File: src/rtl/mcpu_regfile_pkg.sv
// Shared CPU package: register-file geometry and named register numbers
// used by the multicycle CPU and its register file.
package mcpu_regfile_pkg;

    localparam int REG_ADDR_W = 5;
    localparam int DATA_W     = 32;
    localparam int REG_COUNT  = 1 << REG_ADDR_W;

    localparam logic [REG_ADDR_W-1:0] REG_ZERO = 5'd0;
    localparam logic [REG_ADDR_W-1:0] REG_RA   = 5'd31;

    // True when an address selects the hardwired zero register.
    function automatic logic isZeroReg(input logic [REG_ADDR_W-1:0] addr);
        return addr == REG_ZERO;
    endfunction

endpackage

File: src/rtl/mcpu_regfile_wa_decoder.sv
// One-hot decoder for the register-file write address. At most one bit is
// ever set, and bit 0 never is, because register 0 can never be written.
module mcpu_regfile_wa_decoder #(
    parameter int ADDR_W = 5
) (
    input  logic                   en_i,
    input  logic [ADDR_W-1:0]      addr_i,
    output logic [(1<<ADDR_W)-1:0] onehot_o
);

    // Raise the enable of the addressed register, keep the zero register dark.
    always_comb begin
        onehot_o = '0;
        if (en_i) begin
            onehot_o[addr_i] = 1'b1;
        end
        onehot_o[0] = 1'b0;
    end

endmodule

File: src/rtl/mcpu_regfile.sv
// General-purpose register file for the multicycle CPU: 2^ADDR_W words,
// register 0 hardwired to zero, two combinational read ports with optional
// same-cycle write forwarding, and operand latches A/B that capture the
// read data on every clock edge.
module mcpu_regfile #(
    parameter int DATA_W = mcpu_regfile_pkg::DATA_W,
    parameter int ADDR_W = mcpu_regfile_pkg::REG_ADDR_W,
    parameter int BYPASS = 1
) (
    input  logic              clk,
    input  logic              rst,
    input  logic [ADDR_W-1:0] ra1,
    input  logic [ADDR_W-1:0] ra2,
    output logic [DATA_W-1:0] rd1,
    output logic [DATA_W-1:0] rd2,
    input  logic              we,
    input  logic [ADDR_W-1:0] wa,
    input  logic [DATA_W-1:0] wd,
    output logic [DATA_W-1:0] a_q,
    output logic [DATA_W-1:0] b_q
);

    localparam int NREGS = 1 << ADDR_W;

    logic [DATA_W-1:0] regs_q [NREGS];
    logic [DATA_W-1:0] regs_d [NREGS];
    logic [NREGS-1:0]  wen;
    logic              bypass1;
    logic              bypass2;

    mcpu_regfile_wa_decoder #(
        .ADDR_W (ADDR_W)
    ) u_wa_decoder (
        .en_i     (we),
        .addr_i   (wa),
        .onehot_o (wen)
    );

    // Next register contents: only the decoded register takes the write data.
    always_comb begin
        for (int i = 0; i < NREGS; i++) begin
            regs_d[i] = wen[i] ? wd : regs_q[i];
        end
        regs_d[0] = '0;
    end

    // Register storage; reset clears everything and wins over a pending write.
    always_ff @(posedge clk) begin
        if (rst) begin
            for (int i = 0; i < NREGS; i++) begin
                regs_q[i] <= '0;
            end
        end else begin
            for (int i = 0; i < NREGS; i++) begin
                regs_q[i] <= regs_d[i];
            end
        end
    end

    // Forwarding hits: a live write to a nonzero register that is being read.
    always_comb begin
        bypass1 = (BYPASS != 0) && we && (wa != '0) && (wa == ra1);
        bypass2 = (BYPASS != 0) && we && (wa != '0) && (wa == ra2);
    end

    // Read port 1: zero register first, then forwarded data, then storage.
    always_comb begin
        rd1 = regs_q[ra1];
        if (ra1 == '0) begin
            rd1 = '0;
        end else if (bypass1) begin
            rd1 = wd;
        end
    end

    // Read port 2: same priority as port 1, evaluated independently.
    always_comb begin
        rd2 = regs_q[ra2];
        if (ra2 == '0) begin
            rd2 = '0;
        end else if (bypass2) begin
            rd2 = wd;
        end
    end

    // Operand latches hold the (possibly forwarded) read data for the next state.
    always_ff @(posedge clk) begin
        if (rst) begin
            a_q <= '0;
            b_q <= '0;
        end else begin
            a_q <= rd1;
            b_q <= rd2;
        end
    end

endmodule

File: config.mk
export PLATFORM = sky130hd
export DESIGN_NAME = mcpu_regfile
export DESIGN_NICKNAME = d
export VERILOG_FILES = /design/src/rtl/mcpu_regfile_pkg.sv /design/src/rtl/mcpu_regfile_wa_decoder.sv /design/src/rtl/mcpu_regfile.sv
export SDC_FILE = /design/constraint.sdc
export NUM_CORES = 2
export LEC_CHECK = 0
export CELL_PAD_IN_SITES_DETAIL_PLACEMENT = 1
export CELL_PAD_IN_SITES_GLOBAL_PLACEMENT = 2
export CORE_MARGIN = 2
export CORE_UTILIZATION = 45
export DETAILED_ROUTE_END_ITERATION = 6
export GPL_TIMING_DRIVEN = 0
export PLACE_DENSITY_LB_ADDON = 0.08
export SKIP_CTS_REPAIR_TIMING = 1
export SLEW_MARGIN = 10
export SYNTH_ARGS = -nofsm -noshare
export SYNTH_HDL_FRONTEND = slang
export SYNTH_SLANG_ARGS = --single-unit
File: constraint.sdc
create_clock -name clk -period 4.22 [get_ports clk]
set_clock_uncertainty 0.05 [all_clocks]
set_input_delay 0.422 -clock clk [delete_from_list [all_inputs] [get_ports clk]]
set_output_delay 0.422 -clock clk [all_outputs]
set_load 0.05 [all_outputs]
Word level (Yosys, flattened, before mapping)
Memory sizes are Yosys's and may differ from the RTL's. Index checks and enable logic that the tools add are counted.

Memories: 1. Bits in registers: 64. Memory bits (writable): 1024.

Reductions and logical operators: 38. Multiplexer cells: 73. Order comparisons: 2. Equality and inequality tests: 33. Bitwise logic cells: 32.

Memory list: regs_q (depth 32, width 32, read ports 2, clocked after memory_dff 0, wr ports 32, line mcpu_regfile.sv:25) `logic [DATA_W-1:0] regs_q [NREGS];`.

Operators by type and width (number): 32-bit two-way mux (68); 2-bit AND reduction (31); 1-bit OR (32); 1-bit != test (second input constant) (31); 5-bit equality test (2); 5-bit zero test (2); 5-bit by 6-bit < comparator with 1-bit output (second input constant) (1); 1-bit demux with 5-bit select (1); 5-bit by 1-bit >= comparator with 1-bit output (second input constant) (1); 5-bit nonzero test (1); 1-bit logical AND (4); 1-bit two-way mux (4).

Longest topological paths before layout
Depth after elaboration: 8. Mapped depth: 9.

Cells and area by module
A second synthesis with hierarchy kept.

Cells, all modules: 3770. Area, all modules: 53301.1 um^2.

Modules (own cells, without submodules): mcpu_regfile (cells each 3722, instances 1, area an instance 53063.4 um^2); mcpu_regfile_wa_decoder (cells each 48, instances 1, area an instance 237.7 um^2).

Worst setup path after synthesis
Ideal clock, no wire load.

Path kind: input -> register. From: input port wa[1]. To: memory regs_q[28][0] (enable). Setup time: 0.466 ns. Cell stages on the path: 3. Path slack: 0.282 ns. Arrival time: 3.422 ns. Path buffers: 1. Cells stage by stage: clkbuf_1 -> or3b_2 -> o21ai_0.

RTL lines: from (decl) (line mcpu_regfile.sv:17) `input logic [ADDR_W-1:0] wa,`; to (decl) (line mcpu_regfile.sv:25).

Worst setup path in the final report
From: input port wa[3]. To: output port rd1[25].

Longest elaborated chain between the ends: 5. Elaborated cells on any way between the ends: 6. Those cells by class: eq/ne (1); mux (2); reduce/logical (3).

RTL lines: 5-bit nonzero test (line mcpu_regfile.sv:62) `bypass1 = (BYPASS != 0) && we && (wa != '0) && (wa == ra1);`; 1-bit logical AND (line mcpu_regfile.sv:62); 1-bit logical AND (*) (line mcpu_regfile.sv:62); 32-bit two-way mux (*) (line mcpu_regfile.sv:71) `end else if (bypass1) begin`; 32-bit two-way mux (*) (line mcpu_regfile.sv:69) `if (ra1 == '0) begin`; to (decl) (line mcpu_regfile.sv:14) `output logic [DATA_W-1:0] rd1,`.

Every way passes the cells marked *; elsewhere a longest branch is shown, timed or not.

==> qor.yml <==
synthArstFlopShare_pct: 0
powerDensity_nw_per_um2: 461.9
synthFlopType: "edfxtp_1"
yosysWarnings: 0
maxSlewHeadroom_pct: -2.466
synth_edf_count: 992
nNetsFinal: 3931
cts_tree: "done"
vias: 39170
wl_mm: 246.6
clock-root-buffer: "clkbuf_16"
vias_per_cell: 7.128
fin_crit_sh_pct: 102.9
cts_max_path_buffers: 3
fin_area_um2: 61170
seq_area_frac_synth_pct: 60.27
placed_cells: 5270
initial_core_util_pct: 45.21
dieArea_um2: 117300
ir_worst_vdd_v: 0.0004546
boundaryPins: 178
syn_to_final_growth_pct: 18.67
slew_viol_final: 11
synth.ff_latch_count: 1056
cp.arrival_ns: 3.87
layout_common_cells: "992 x edfxtp_1, 549 x nor2_1, 307 x mux4_2"
grt_overflow_total: 0
violations: "capacitance limit, slew limit, setup timing"
max_freq_mhz: 230.4
worstHoldPathType: "in -> reg"
drc_errors: 0
die_h_um: 342.5
drtPass1Iterations: 6
syn_area_per_cell_um2: 14.56
cts_buffers: 114
antenna_found_initial: 13
drt_iter0_markers: 6753
syn-instance-count: 3541
rsz0062_at_grt: "yes"
layout.cells.non_filler: 5495
leakagePower_uw: 0.02172
clock_latency_ns: 0.75
final_common_cell: "edfxtp_1"
routabilityCongestion: 1.024
grt_pass1_vias: 38870
finalWorstSetupSlack_ns: -0.1206
hpwl_mm: 183.0
h-tree-depth: 3
ant_nets: 0
grt.total_usage_pct: 41.77
finalSetupTns_ns: -1.148
worstSetupPathType: "in -> out"
core_um2: 114000
clk_pin_slew_ns: 0.06
syn_nets: 3591
setup_viol: 21
fin_crit_ns: 4.341
status: "finished with violations"
die_width_um: 342.5
yosysUniqueCellTypes: 57
clock_sinks: 1056
num_rows: 124
crit_required_ns: 3.75
place_area_um2: 56480
synth.cell_area_um2: 51550
worstPathMaxFanout: 10
drive_above_1_share_pct: 25.79
crit_path_end_kind: "output port"
port_buffers: 173
worstMarginPinSlew_ns: 1.537
max-cap-violations: 1
cp-start-kind: "primary input"
grt_pass1_wl_mm: 328.8
grt_max_degree: 28
finalHoldViolCount: 0
routedWlPerCell_um: 44.88
layout make-up:
| class | instances | area [µm²] |
|---|---|---|
| multi-input cells | 2123 | 19540 |
| fillers | 10880 | 52860 |
| clock inverters | 68 | 810.8 |
| well taps | 1512 | 1892 |
| inverters | 38 | 142.6 |
| plain buffers | 322 | 1780 |
| flip-flops and latches | 1056 | 31070 |
| diodes | 5 | 12.51 |
| clock buffers | 145 | 3084 |
| repair buffers | 226 | 2843 |
worst paths after layout:
path,to,cells past startpoint,slack [ns],start
setup / recovery,rd1[25],8,-0.12,wa[3]
hold / removal,a_q[6]$_SDFF_PP0_,2,0.39,wd[6]
setup reg to reg,b_q[31]$_SDFF_PP0_,5,1.21,regs_q[7][31]$_SDFFCE_PN0P_
hold reg to reg,b_q[8]$_SDFF_PP0_,5,0.91,regs_q[26][8]$_DFFE_PP_
cell usage after synthesis, drive strengths merged, types with 64 or more instances:
| cell type | number | share of area, % |
|---|---|---|
| edfxtp | 992 | 58 |
| nor2 | 552 | 4.0 |
| dfxtp | 64 | 2.5 |
| buf | 144 | 1.7 |
| clkbuf | 180 | 1.3 |
| nand2 | 225 | 1.6 |
| mux2 | 139 | 3.0 |
| a21oi | 65 | 0.63 |
| a221oi | 84 | 1.4 |
| a22oi | 86 | 1.3 |
| mux4 | 307 | 13 |
| mux2i | 284 | 5.5 |
stage by stage:
stage          total power, µW  worst slack, ns  hold slack (ns)  utilization, %
4_1_cts                  27950           -1.700           0.3617           52.94
3_5_place_dp             17480           -1.692           0.9103           49.53
2_1_floorplan            15300           0.2819           0.4975               -
3_3_place_gp             17240           -4.374           0.8708           48.38
6_report                 28250          -0.1206           0.3867           53.64
5_1_grt                  28680         -0.04941           0.4029           53.63
critical path, stage by stage:
cell and delay, ns:
clkdlybuf4s50_1 0.61, or3_1 0.50, o311a_1 0.44, a21oi_2 0.54, clkbuf_4 0.50, and2_1 0.19, a221o_1 0.31, clkbuf_2 0.35
power by group:
group,switching [µW],leakage (µW),internal (µW)
Clock,4410,0.00189,6290
Combinational,3280,0.00978,1630
Sequential,396,0.0100,12300
sequential cells by signal, summed over array words and instances (netlist names):
name / flops
regs_q: 992
b_q: 32
a_q: 32
logic make-up (layout without fill, tap and decap cells):
logic type      count (synthesis)  in the layout  synth area share [%]
xor+xnor                       10             10                0.1699
flops                        1056           1056                 60.27
buf+inv                       362            799                 3.260
other cells                     0              5                     0
mux                           730            730                 21.96
simple gates                  904            904                 7.112
compound gates                479            479                 7.223
routing by layer:
| metal | up-vias | GRT usage [%] | wire length [µm] |
|---|---|---|---|
| li1 | 14700 | - | - |
| met1 | 20490 | 54.93 | 89290 |
| met2 | 3285 | 61.57 | 107000 |
| met3 | 691 | 14.56 | 35290 |
| met4 | 4 | 20.99 | 15000 |
| met5 | - | 0 | 25 |
(Power assumes the default switching activity.)
